**src/rtl/ram1_pkg.sv**
```systemverilog
// Shared constants for the ram1 scratch RAM: default geometry and reset value.
package ram1_pkg;

  // Default word width in bits.
  localparam int unsigned DATA_W_DEF  = 32'd8;
  // Default address width in bits.
  localparam int unsigned ADDR_W_DEF  = 32'd8;
  // Number of words for the default geometry.
  localparam int unsigned DEPTH_DEF   = 32'd1 << ADDR_W_DEF;
  // Value loaded into every word and into the read register on reset.
  localparam int unsigned RST_VAL_DEF = 32'd0;

endpackage

```
**src/rtl/ram1.sv**
```systemverilog
// ram1: single-port synchronous RAM used as LBIST scratch storage.
// One shared address bus; wr picks write (1) or read (0) on each rising edge.
// Reads are registered (one cycle latency). Writes leave data_out untouched.
// Asynchronous reset clears the whole array and the read register.
module ram1
  import ram1_pkg::*;
#(
  parameter int unsigned          DATA_W  = DATA_W_DEF,
  parameter int unsigned          ADDR_W  = ADDR_W_DEF,
  parameter logic [DATA_W-1:0]    RST_VAL = DATA_W'(RST_VAL_DEF)
) (
  output logic [DATA_W-1:0] data_out,
  input  logic [DATA_W-1:0] data_in,
  input  logic [ADDR_W-1:0] addr,
  input  logic              wr,
  input  logic              clk,
  input  logic              rst
);

  localparam int unsigned DEPTH = 32'd1 << ADDR_W;

  logic [DATA_W-1:0] mem_q [0:DEPTH-1];
  logic [DATA_W-1:0] data_out_q;

  // Array write / registered read; reset clears every word and the read register.
  always_ff @(posedge clk or posedge rst) begin
    if (rst) begin
      data_out_q <= RST_VAL;
      for (int unsigned i = 0; i < DEPTH; i++) begin
        mem_q[ADDR_W'(i)] <= RST_VAL;
      end
    end else begin
      // An unknown wr matches neither arm, so nothing is written and data_out holds.
      case (wr)
        1'b1:    mem_q[addr] <= data_in;
        1'b0:    data_out_q  <= mem_q[addr];
        default: data_out_q  <= data_out_q;
      endcase
    end
  end

  assign data_out = data_out_q;

endmodule

```
**config.mk**
```make
export PLATFORM = sky130hd
export DESIGN_NAME = ram1
export DESIGN_NICKNAME = d
export VERILOG_FILES = /design/src/rtl/ram1_pkg.sv /design/src/rtl/ram1.sv
export SDC_FILE = /design/constraint.sdc
export NUM_CORES = 2
export LEC_CHECK = 0
export BUFFER_PORTS_ARGS = -buffer_cell sky130_fd_sc_hd__buf_2
export CORE_MARGIN = 2
export CORE_UTILIZATION = 69
export CTS_CLUSTER_SIZE = 40
export DETAILED_ROUTE_END_ITERATION = 8
export GPL_ROUTABILITY_DRIVEN = 0
export GPL_TIMING_DRIVEN = 0
export HOLD_SLACK_MARGIN = 0.02
export PLACE_DENSITY = 0.9
export REMOVE_ABC_BUFFERS = 1
export SETUP_SLACK_MARGIN = 0.5
export SLEW_MARGIN = 20
export SYNTH_ARGS = -nofsm -noshare
export SYNTH_HDL_FRONTEND = slang
export SYNTH_SLANG_ARGS = --single-unit
```
**constraint.sdc**
```tcl
create_clock -name clk -period 133.3 [get_ports clk]
set_input_delay 19.995 -clock clk [delete_from_list [all_inputs] [get_ports clk]]
set_output_delay 19.995 -clock clk [all_outputs]
set_load 0.01 [all_outputs]
```
* Word level (Yosys, flattened, before mapping)
Cells that the tools add are included.
Widths: inputs -> output; s select.
** Operators by class
- Add/sub/neg operators :: 0
- Multiply operators :: 0
- Divide/modulo/power cells :: 0
- $lt $le $gt $ge :: 2
- Equality and inequality tests :: 0
- Shift-type cells :: 0
- Mux-type cells :: 6
- Bitwise operators :: 1
- Reductions and logical operators :: 1
** Operators with widths (count)
- $bwmux 2048 :: 1
- $bmux 8 s8 :: 1
- $demux 8 s8 :: 1
- $mux 8 :: 3
- $ge 9x9->1 const B :: 1
- $lt 9x1->1 const B :: 1
- $not 8->9 :: 1
- $logic_and 1x1->1 :: 1
** Storage, ports and cells
- Register bits :: 2056
- Latch bits :: 0
- Memory bits (writable) :: 0
- ROM bits :: 0
- Logic and storage cells :: 267
- Memories :: 0

* Longest topological paths before layout
- Depth in word-level cells :: 6
- Depth in mapped cells :: 13
- Mapped depth without buffers :: 7

* Worst setup path before layout
Ideal clock, no wire load.
- Path kind :: input-to-reg
- Start :: input addr[0]
- End :: register data_out_q[2] (netlist: data_out[2])
- Arrival :: 21.985 ns
- Data required time :: 133.166 ns
- Path slack :: 111.180 ns
- Stages on the path :: 12
- Path buffers :: 5
- Cell sequence :: buf_6 -> buf_6 -> buf_6 -> buf_4 -> buf_4 -> mux4_2 -> mux2i_1 -> a22oi_1 -> nand4_1 -> nand4_1 -> a2111oi_0 -> a2bb2oi_1
** On the way
- Cells in the longest elaborated chain, start to end :: 4
** RTL lines
- start: declaration :: line ram1.sv:14 : input logic [ADDR_W-1:0] addr,
- $not 8->9 (not written as such) :: line ram1.sv:36 : 1'b0: data_out_q <= mem_q[addr];
- $bmux 8 s8 :: line ram1.sv:36
- $mux 8 (not written as such) (2 in a row) :: line ram1.sv:36
- end signal: assignment :: line ram1.sv:36
- end signal: assignment :: line ram1.sv:37 : default: data_out_q <= data_out_q;
- end: declaration :: line ram1.sv:23 : logic [DATA_W-1:0] data_out_q;
Every way passes these cells. The select of a mux whose other input is x is not followed.
A chain may end at the register's enable or synchronous reset.

* Worst setup path after layout
- Start :: input addr[0]
- End :: register mem_q[439] in the netlist's numbering
** On the way
- Cells in the longest elaborated chain, start to end :: 6
** RTL lines
- $not 8->9 (not written as such) (*) :: line ram1.sv:35 : 1'b1: mem_q[addr] <= data_in;
- $ge 9x9->1 (not written as such) or $lt 9x1->1 (tied branches) :: line ram1.sv:35
- $logic_and 1x1->1 (not written as such) :: line ram1.sv:35
- $mux 8 (not written as such) :: line ram1.sv:35
- $demux 8 s8 (*) :: line ram1.sv:35
- $bwmux 2048 (*) :: line ram1.sv:35
- end signal: indexed assignment :: line ram1.sv:35
- end: declaration :: line ram1.sv:22 : logic [DATA_W-1:0] mem_q [0:DEPTH-1];
Every way passes the cells marked *; elsewhere a longest branch is shown, timed or not.

==> flow_summary_export.csv <==
group,metric,value,unit
cts,post-cts-setup-buffer-count,0,
route,drt_iter0_drc,5895,
pwr,powerDensity,13.1,nW/um^2
logic_synthesis,ys_async_sr_fraction,100,%
sta,final_hold_viol_count,0,
job,max_cap_viol_count,0,
logic_synthesis,synth_edf_count,0,
min_path,hp-start,"mem_q[1066]",
global_routing,grt_usage,36.6,%
worst_setup_path,worst_setup_path_end_kind,"flop",
placed_design,place_ws,108.63,ns
floorplanning,die_x,373,microns
sta,grt_setup_unrepaired,"no",
worst_setup_path,start_kind,"input pin",
logic_synthesis,synth.area.top_cells,"dfrtp_1 55%, mux2_2 25%, mux4_2 12%",
route,detail_route.wirelength,250000,microns
min_path,hp-class,"flop to flop",
cts,numCtsBuffers,197,
cts,holdBufCountCts,0,
floorplanning,initial_core_util,69.5,%
logic_synthesis,syn_inst,6025,
floorplanning,placementRows,135,
pwr,worst_ir_drop_vdd,12.5,uV
logic_synthesis,synth_flop_cell,"dfrtp_1",
global_routing,grt_pass1_vias,60018,
sta,max_slew_margin,18.4,%
worst_setup_path,r2r_start,"mem_q[1990]",
pwr,leakage,49.2,nW
global_routing,grt-ovfl-total,0,
worst_setup_path,required,134.03,ns
global_routing,busiest_layer,"met2",
run_status,outcome,"finished, final reports clean",
logic_synthesis,synth-seq-cells,2056,
logic_synthesis,netlist.area_leader.share,54.7,%
placed_design,numPortBuffers,26,
cts,ctsResizeCount,0,
pwr,p_total,1.36,mW
cts,insertion_delay,0.86,ns
cts,ctsLongestPathBuffers,3,
global_routing,antenna_found_initial,10,
worst_setup_path,crit_fanout,80,
cts,clkSinkCount,2056,
route,wire_per_inst,31.9,microns
sta,period_share,18.0,%
logic_synthesis,netlist_area,94100,sq um
route,remaining_drc_errors,0,
cts,cts-root-buf,"clkbuf_16",
layout,area_growth,9.92,%
sta,worst_slack,109.35,ns
placed_design,placedCellCount,7463,
logic_synthesis,seq_area_frac_synth,54.7,%
sta,max_freq,41.8,MHz
logic_synthesis,yosysTopAreaCell,"dfrtp_1",
worst_setup_path,ff2ff_path_depth,7,
global_routing,use_met3,10.5,%
sta,min_period,23.95,ns
logic_synthesis,syn_area_per_cell,15.6,sq um
global_routing,gr-usage-met2,55.6,%
min_path,min_path_cells,1,
cts,cts_tree,"built",
route,routed_via_density,7.11,
floorplanning,die_area,139000,sq um
worst_setup_path,path_class,"input pin to flop",
worst_setup_path,r2r_slack,130.27,ns
cts,htreeDepth,4,
floorplanning,io_pins,27,
sta,fin_skew,0.0318,ns
sta,slew_viol_final,0,
route,vias,55623,
layout,drive_above_1_share,52.1,%
route,first_pass_iters,5,
global_routing,use_met1,48.1,%
sta,setup_tns,0,ns
logic_synthesis,synthDistinctLibCells,58,
floorplanning,core_area,135000,sq um
global_routing,grt_pass1_wl,384000,microns
floorplanning,die_y,373,microns
sta,tightest_slew,1.22,ns
min_path,hold_end,"mem_q[1066]",
worst_setup_path,worst-endpoint-arrival,24.68,ns
global_routing,grt_max_degree,137,
worst_setup_path,regToRegEndpoint,"data_out[6]",
route,ant_nets,0,
layout,num-nets-final,5900,
logic_synthesis,yosys_warnings,0,
cts,clk_pin_slew,0.06,ns
sta,setup_violations,0,
layout,stdcell_count,7823,
placed_design,hpwlAfterDp,151000,microns
critical path, cell delays in order:
cell and delay (ns):
buf_12 0.42, buf_16 0.46, buf_16 0.41, nor2b_1 0.47, and2_1 0.36, nand2_2 0.51
buf_16 0.40, nor2_1 0.74, mux2_2 0.44
per-layer routing:
layer / vias up / part of all wire [%]
li1: 22121 / -
met1: 29876 / 37
met2: 2749 / 47
met3: 865 / 9.6
met4: 12 / 6.5
met5: - / 0.035
final cells by class:
type                            instances  area, sq um
Clock inverter                         54          567
Inverter                                5         31.3
Fill cell                            6959        32000
Timing Repair Buffer                  113         2460
Antenna cell                            5         12.5
Sequential cell                      2056        51400
Tap cell                             1781         2230
Multi-Input combinational cell       3508        40700
Clock buffer                          301         6020
power by group:
| group | internal, mW | switching, mW | total [mW] | leakage [nW] |
|---|---|---|---|---|
| clock | 0.327 | 0.243 | 0.571 | 3.27 |
| sequential | 0.654 | 0.0169 | 0.671 | 28.3 |
| combinational | 0.0516 | 0.0660 | 0.118 | 17.6 |
| total | 1.03 | 0.326 | 1.36 | 49.2 |
cell families after synthesis:
kind of cell	synth area share, %
muxes	38.7
buffers and inverters	2.27
and+or+nand+nor	2.75
AOI/OAI and AO/OA	1.59
DFF	54.7
metrics by stage:
stage / util, % / hold WS (ns) / area [sq um]
6_report: 76.4 / 0.499 / 103000
5_1_grt: 76.4 / 0.512 / 103000
4_1_cts: 76.4 / 0.500 / 103000
3_5_place_dp: 71.5 / 0.487 / 96900
3_3_place_gp: 69.7 / 0.472 / 94400
2_1_floorplan: - / 0.459 / 92000
how the worst max path moves through the flow:
| stage | slack (ns) | depth (start not counted) | start | endpoint |
|---|---|---|---|---|
| 3_3_place_gp | 38.11 | 2 | rst | mem_q[547] |
| 5_1_grt | 109.25 | 9 | addr[0] | mem_q[437] |
| 4_1_cts | 109.54 | 9 | addr[0] | mem_q[439] |
| 2_1_floorplan | 55.23 | 1 | rst | data_out[0] |
| 3_5_place_dp | 108.63 | 9 | addr[0] | mem_q[437] |
| 6_report | 109.35 | 9 | addr[0] | mem_q[439] |
cells in the mapped netlist, drive strengths merged, types with 8 or more instances:
library cell and number:
nor2b 14, nor3 21, mux2i 235, buf 166
a22oi 77, nor2 211, nand2b 8, o22ai 11
dfrtp 2056, nand4 9, mux4 488, a31oi 8
mux2 2053, a21oi 24, a221oi 8, nand2 210
and3 8, o21ai 8, nand3 31, a32oi 27
clkbuf 290
flip-flops by register name (all words and copies together) (netlist names):
name and cells:
data_out 8, mem_q 2048
cells in the final DEF, fill, tap and decap left out, types with 7 or more instances in the layout:
master / synthesis / final
nor2b_1: 14 / 10
clkbuf_1: 290 / 42
clkinv_2: 0 / 34
a31oi_1: 8 / 8
nor2_2: 128 / 128
a22oi_1: 77 / 77
a21oi_1: 24 / 24
nor2_1: 82 / 77
buf_12: 0 / 15
mux2i_1: 235 / 235
nand2_2: 3 / 16
nor3_2: 5 / 7
a221oi_1: 8 / 8
buf_16: 0 / 68
buf_2: 74 / 14
bufinv_16: 0 / 9
nand3_1: 31 / 31
mux2_2: 2052 / 2052
dfrtp_1: 2056 / 2056
clkbuf_8: 0 / 55
and3_1: 8 / 8
clkbuf_16: 0 / 204
o21ai_0: 8 / 8
nand2b_1: 8 / 8
buf_8: 0 / 12
nor3_1: 16 / 12
a32oi_1: 27 / 27
nand4_1: 9 / 9
o22ai_1: 11 / 11
mux4_2: 488 / 488
nand2_1: 207 / 194
No activity file was read; power rests on OpenSTA's default activity.
